**src/rtl/riscv_pkg.sv**
```systemverilog
// riscv_pkg: shared fetch-path constants and the {instr, pc} queue entry type
package riscv_pkg;
  localparam int XLEN = 32;
  localparam int INSTR_BYTES = 4;
  typedef struct packed {
    logic [XLEN-1:0] instr;
    logic [XLEN-1:0] pc;
  } fetch_entry_t;
endpackage

```
**src/rtl/fetch_fifo.sv**
```systemverilog
// fetch_fifo: DEPTH-entry {instr, pc} prefetch queue; push_i/pop_i/flush_i in, head_o/count_o out
module fetch_fifo
  import riscv_pkg::*;
#(
  parameter int DEPTH = 2
) (
  input  logic                   clk,
  input  logic                   rst,
  input  logic                   push_i,
  input  fetch_entry_t           data_i,
  input  logic                   pop_i,
  input  logic                   flush_i,
  output fetch_entry_t           head_o,
  output logic [$clog2(DEPTH):0] count_o
);
  localparam int AW = $clog2(DEPTH);
  fetch_entry_t mem_q [DEPTH];
  logic [AW-1:0] wr_q, rd_q;
  logic [AW:0] count_q;
  assign head_o = mem_q[rd_q];
  assign count_o = count_q;
  always_ff @(posedge clk or posedge rst) begin
    if (rst) begin
      wr_q <= '0;
      rd_q <= '0;
      count_q <= '0;
      for (int i = 0; i < DEPTH; i++) mem_q[i] <= '0;
    end else if (flush_i) begin
      wr_q <= '0;
      rd_q <= '0;
      count_q <= '0;
    end else begin
      if (push_i) mem_q[wr_q] <= data_i;
      wr_q <= wr_q + AW'(push_i);
      rd_q <= rd_q + AW'(pop_i);
      count_q <= count_q + (AW+1)'(push_i) - (AW+1)'(pop_i);
    end
  end
endmodule

```
**src/rtl/fetch_unit.sv**
```systemverilog
// fetch_unit: sequential PC fetch over valid/ready imem, prefetch queue to decode, redirect flush
module fetch_unit
  import riscv_pkg::*;
#(
  parameter int              DEPTH    = 2,
  parameter logic [XLEN-1:0] RESET_PC = 32'h0000_0000
) (
  input  logic            clk,
  input  logic            reset,
  output logic            imem_req_valid,
  input  logic            imem_req_ready,
  output logic [XLEN-1:0] imem_addr,
  input  logic            imem_rsp_valid,
  input  logic [XLEN-1:0] imem_rdata,
  output logic            instr_valid,
  input  logic            instr_ready,
  output logic [XLEN-1:0] instr,
  output logic [XLEN-1:0] instr_pc,
  input  logic            redirect,
  input  logic [XLEN-1:0] redirect_pc
);
  localparam int CW = $clog2(DEPTH) + 1;
  localparam logic [XLEN-1:0] START_PC = {RESET_PC[XLEN-1:2], 2'b00};
  logic [XLEN-1:0] fetch_pc_q, fetch_pc_d, rsp_pc_q, rsp_pc_d, target;
  logic [CW-1:0] out_q, out_d, discard_q, discard_d, count;
  logic req_fire, push, pop;
  fetch_entry_t head;
  assign target = {redirect_pc[XLEN-1:2], 2'b00};
  assign imem_req_valid = !reset && !redirect && (({1'b0, out_q} + {1'b0, count}) < (CW+1)'(DEPTH));
  assign req_fire = imem_req_valid && imem_req_ready;
  assign push = imem_rsp_valid && discard_q == '0 && !redirect;
  assign pop = instr_valid && instr_ready && !redirect;
  assign imem_addr = fetch_pc_q;
  assign instr_valid = count != '0;
  assign instr = head.instr;
  assign instr_pc = head.pc;
  always_comb begin
    fetch_pc_d = redirect ? target : req_fire ? fetch_pc_q + XLEN'(INSTR_BYTES) : fetch_pc_q;
    rsp_pc_d = redirect ? target : push ? rsp_pc_q + XLEN'(INSTR_BYTES) : rsp_pc_q;
    out_d = out_q + CW'(req_fire) - CW'(imem_rsp_valid);
    discard_d = redirect ? out_d : discard_q - CW'(imem_rsp_valid && discard_q != '0);
  end
  always_ff @(posedge clk or posedge reset) begin
    if (reset) begin
      fetch_pc_q <= START_PC;
      rsp_pc_q <= START_PC;
      out_q <= '0;
      discard_q <= '0;
    end else begin
      fetch_pc_q <= fetch_pc_d;
      rsp_pc_q <= rsp_pc_d;
      out_q <= out_d;
      discard_q <= discard_d;
    end
  end
  always_ff @(posedge clk) if (!reset && imem_rsp_valid) assert (out_q != '0 || req_fire);
  fetch_fifo #(.DEPTH(DEPTH)) u_fifo (
    .clk(clk),
    .rst(reset),
    .push_i(push),
    .data_i({imem_rdata, rsp_pc_q}),
    .pop_i(pop),
    .flush_i(redirect),
    .head_o(head),
    .count_o(count)
  );
endmodule

```
**config.mk**
```make
export PLATFORM = sky130hd
export DESIGN_NAME = fetch_unit
export DESIGN_NICKNAME = d
export VERILOG_FILES = /design/src/rtl/riscv_pkg.sv /design/src/rtl/fetch_fifo.sv /design/src/rtl/fetch_unit.sv
export SDC_FILE = /design/constraint.sdc
export NUM_CORES = 1
export LEC_CHECK = 0
export CELL_PAD_IN_SITES_DETAIL_PLACEMENT = 0
export CELL_PAD_IN_SITES_GLOBAL_PLACEMENT = 1
export CORE_MARGIN = 1
export CORE_UTILIZATION = 40
export DETAILED_ROUTE_END_ITERATION = 8
export PLACE_DENSITY = 0.76
export REMOVE_ABC_BUFFERS = 1
export SETUP_SLACK_MARGIN = 0.05
export SYNTH_ARGS = -nofsm -noshare
export SYNTH_HDL_FRONTEND = slang
export SYNTH_SLANG_ARGS = --single-unit
```
**constraint.sdc**
```tcl
create_clock -name clk -period 10.1 [get_ports clk]
set_input_delay 3.03 -clock clk [delete_from_list [all_inputs] [get_ports clk]]
set_output_delay 3.03 -clock clk [all_outputs]
set_load 0.01 [all_outputs]
```
== Word level (Yosys, flattened, before mapping) ==
Cells that the tools add are included.
Storage, ports and cells
  register bits after elaboration: 200
  bits of input ports: 70
  output and inout bits: 98
  logic and storage cells: 59
Cells by class
  add/sub/neg operators: 10
  order comparisons: 4
  muxes and demuxes: 14
  bitwise operators: 3
  reduce and logical (&&, ||, !) cells: 17
Operators with widths (count)
  64-bit 2-to-1 mux: 4
  128-bit bitwise mux: 1
  32-bit 2-to-1 mux: 4
  32-bit by 3-bit adder with 32-bit output, second input constant: 2
  64-bit demux with 1-bit select: 1
  1-bit logical AND: 9
  2-bit nonzero test: 4
  2-bit by 1-bit subtractor with 2-bit output: 3
  2-bit by 1-bit adder with 2-bit output: 2
  2-bit greater-or-equal comparator, second input constant: 2
  2-bit 2-to-1 mux: 2
  1-bit NOT with 2-bit output: 2
  2-bit by 2-bit adder with 3-bit output: 1
  3-bit by 2-bit < comparator with 1-bit output, second input constant: 1
  1-bit adder: 2
  1-bit zero test: 2
  2-bit zero test: 1
  2-bit by 1-bit < comparator with 1-bit output, second input constant: 1
  1-bit 2-to-1 mux: 2
  2-bit AND reduction: 1
  1-bit NOT: 1

== Depth between registers and ports, before layout ==
  depth after elaboration: 7
  gate-level depth with buffers: 12
  mapped depth without buffers: 10

== Hierarchy ==
Synthesis repeated with hierarchy kept, for this count alone.
Second synthesis, totals
  cells, all modules: 751
  area, all modules: 9734.3 um^2
By module, submodules not included
  fetch_fifo: times used 1, cells an instance 359, area each 6052.1 um^2, seq. area each 3303.2 um^2
  fetch_unit: times used 1, cells an instance 392, area each 3682.3 um^2, seq. area each 1601.5 um^2

== Worst setup path after synthesis ==
OpenSTA, ideal clock, no wires.
  path type: input to output
  start: in redirect
  end: out imem_req_valid
  arrival: 4.085 ns
  required time: 7.070 ns
  path slack: 2.985 ns
  cell stages on the path: 4
  path buffers: 3
  cell sequence: clkbuf_1 > clkbuf_1 > buf_1 > nor4_1
On the way
  word-level cells in the longest chain between the ends: 3
RTL lines
  start, declared: RTL line fetch_unit.sv:19  | input logic redirect,
  1-bit zero test: RTL line fetch_unit.sv:29  | assign imem_req_valid = !reset && !redirect && (({1'b0, out_q} + {1'b0, count}) < (CW+1)'(DEPTH));
  1-bit logical AND (2 in a row): RTL line fetch_unit.sv:29
  end, declared: RTL line fetch_unit.sv:10  | output logic imem_req_valid,
Every way passes these cells.

== Final worst setup path ==
  start: in reset
  end: out imem_req_valid
On the way
  word-level cells in the longest chain between the ends: 3
RTL lines
  start, declared: RTL line fetch_unit.sv:9  | input logic reset,
  1-bit zero test (no line)
  1-bit logical AND (2 in a row): RTL line fetch_unit.sv:29
Every way passes these cells.

==> impl_metrics.env <==
export IMPL_num_fill_cells=2105
export IMPL_yosysUniqueCellTypes=56
export IMPL_first_global_vias=6752
export IMPL_dpl_hpwl_um=15400
export IMPL_relSlewSlack=0.253
export IMPL_cts_hold_buf=0
export IMPL_final_layout_size_suffix_gt1_frac=0.267
export IMPL_finalCritPeriodShare=0.738
export IMPL_yosysSeqAreaShare=0.506
export IMPL_routed_via_count=6824
export IMPL_path_class="input port to primary output"
export IMPL_synth_top_cell_area_share=0.506
export IMPL_yosysWarnings=0
export IMPL_drc_errors=0
export IMPL_fin_crit_ns=7.45
export IMPL_synth_cells=782
export IMPL_crit_family="buffers and inverters"
export IMPL_outcome="finished, final reports clean"
export IMPL_ctsHtreeMaxLevel=4
export IMPL_finalMaxSlewViolations=0
export IMPL_cts_resized=0
export IMPL_cpMostUsedCell="clkdlybuf4s50_1"
export IMPL_hp_class="register to register"
export IMPL_post_cts_setup_buffers=0
export IMPL_drt_iter0_drc=289
export IMPL_wl_per_cell_um=18.6
export IMPL_endpoint_kind="primary output"
export IMPL_cap_viol_max_count=0
export IMPL_synth_common_cells="mux2_2, dfrtp_1, nor2_1"
export IMPL_ir_drop_mv=0.104
export IMPL_worstMarginPinSlew_ns=1.11
export IMPL_cp_slowest_cell="clkdlybuf4s50_1"
export IMPL_syn_area_mm2=0.00949
export IMPL_coreArea_mm2=0.0230
export IMPL_rsz0062_at_grt="no"
export IMPL_cp_start_kind="input port"
export IMPL_via_per_inst=5.45
export IMPL_async_reset_ff_frac=1.00
export IMPL_area_delta_synth_final_pct=26.2
export IMPL_synth_edf_count=0
export IMPL_clock_skew_ns=0.0100
export IMPL_synth_main_ff_cell="dfrtp_1"
export IMPL_finalSetupTns_ns=0
export IMPL_multi_input_area_mm2=0.00442
export IMPL_dpl_cell_area_mm2=0.0114
export IMPL_finalSetupViolations=0
export IMPL_clockRootBuffer="clkbuf_16"
export IMPL_synth_area_leaders="dfrtp_1, mux2_2, xnor2_1, nand4_1, and4_1"
export IMPL_nets=1004
export IMPL_leakage_nw=4.94
export IMPL_crit_buf_inv=2
export IMPL_required_ns=7.07
export IMPL_grt_antenna_before_repair=0
export IMPL_clkLatencyLatePin_ns=0.44
export IMPL_clk_pin_slew_worst_paths_ns=0.07
export IMPL_clockBufferDepth=2
export IMPL_final_cells=1252
export IMPL_rows=55
export IMPL_stdcell_area_mm2=0.0120
export IMPL_worstPathCellList="clkdlybuf4s50_1 > nor4_1 > clkdlybuf4s50_1"
export IMPL_yosysMostFrequentCell="mux2_2"
export IMPL_cp_arrival_ns=4.42
export IMPL_seq_area_mm2=0.00481
export IMPL_die_area_mm2=0.0243
export IMPL_port_buffers=161
export IMPL_drtPass1Iterations=7
export IMPL_initial_utilization=0.413
export IMPL_grt_pass1_wl_um=37500
export IMPL_grt_max_degree=137
export IMPL_path_max_fanout=4
export IMPL_hold_viol=0
export IMPL_gp_congestion=0.762
export IMPL_yosysTopAreaCell="dfrtp_1"
export IMPL_clock_sink_count=192
export IMPL_gr_total_overflow=0
export IMPL_p_per_area_mw_per_mm2=244
export IMPL_postRouteAntennaNets=0
export IMPL_ys_seq_elements=192
export IMPL_slowest_delay_ns=0.58
export IMPL_drt_total_wl_um=23200
export IMPL_cts_tree="done"
export IMPL_fmax_mhz=134
export IMPL_grt_usage=0.200
export IMPL_total_power_w=0.00292
export IMPL_synth_area_per_cell_um2=12.1
export IMPL_diodes=0
export IMPL_dieHeight_um=156
export IMPL_place_inst=1220
export IMPL_numCtsBuffers=17
export IMPL_ios=168
export IMPL_die_w_um=156
-- registers in the layout (all words and copies together), names as in the netlist --
| signal | flops |
|---|---|
| u_fifo.mem_q | 124 |
| imem_addr | 30 |
| rsp_pc_q | 30 |
| discard_q | 2 |
| out_q | 2 |
| u_fifo.count_o | 2 |
| u_fifo.rd_q | 1 |
| u_fifo.wr_q | 1 |
-- layer usage --
metal	vias to the layer above	GRT usage	wire (um)	part of all wire
li1	3209	-	-	-
met4	0	0.0462	235	0.010
met2	203	0.309	10500	0.45
met3	17	0.0386	1290	0.055
met1	3395	0.287	11200	0.48
met5	-	0	0	0
-- cell families after synthesis --
kind of cell | after synthesis | share of synthesized area
and+or+nand+nor | 211 | 0.131
AOI/OAI and AO/OA | 79 | 0.0616
other | 1 | 0.000395
adders and majority gates | 8 | 0.0113
DFF | 192 | 0.506
buffers and inverters | 67 | 0.0303
xor gates and xnor gates | 24 | 0.0221
muxes | 200 | 0.237
-- metrics by stage --
step	worst slack, ns	utilization	hold WS (ns)
detailed placement	2.65	0.495	0.472
CTS	2.63	0.521	0.488
floorplan	1.84	-	0.454
global placement	2.66	0.495	0.463
global route	2.56	0.521	0.504
finish	2.65	0.521	0.484
-- path summary, 6_finish.rpt --
path                                         from           endpoint  slack (ns)  depth (start not counted)
worst max-delay path                        reset     imem_req_valid        2.65                          3
worst min-delay path            u_fifo.mem_q[118]  u_fifo.mem_q[118]        0.48                          1
worst max register to register           out_q[0]      imem_addr[12]        6.92                          6
worst min register to register  u_fifo.mem_q[118]  u_fifo.mem_q[118]        0.48                          1
max in group asynchronous                   reset        u_fifo.rd_q        5.46                          3
min in group asynchronous                   reset      imem_addr[12]        3.35                          2
-- report_power, final --
group	switching, W	total [W]	internal, W
combinational	0.000390	0.00104	0.000646
sequential	0.000162	0.00119	0.00102
clock	0.000314	0.000698	0.000385
total	0.000865	0.00292	0.00205
-- layout by cell type (no fill, tap or decap), types with 4 or more instances in the layout --
master / instances
and2_1: 4
xnor2_1: 17
a211oi_1: 10
nor3_1: 14
o211ai_1: 9
mux2_2: 196
dfrtp_1: 191
nor4_1: 17
or4_1: 14
clkdlybuf4s50_1: 160
o21ai_0: 6
mux2_1: 4
inv_1: 17
clkinvlp_4: 4
ha_1: 7
o31ai_1: 9
a31oi_1: 13
a311o_1: 5
and4_1: 16
clkbuf_16: 17
a21oi_1: 6
o31a_1: 6
xor2_1: 7
o311ai_0: 5
nor2_1: 30
nand3_1: 25
nand2_1: 28
nand4_1: 23
nor2b_1: 7
conb_1: 4
buf_4: 9
and3_1: 11
-- area by class of cell --
class | count | share of cell area
Inverter | 19 | 0.00658
Multi-Input combinational cell | 526 | 0.369
Timing Repair Buffer | 170 | 0.140
Clock buffer | 20 | 0.0381
Sequential cell | 192 | 0.401
Clock inverter | 12 | 0.0123
Tap cell | 313 | 0.0327
Power figures use the tool's default switching activity.
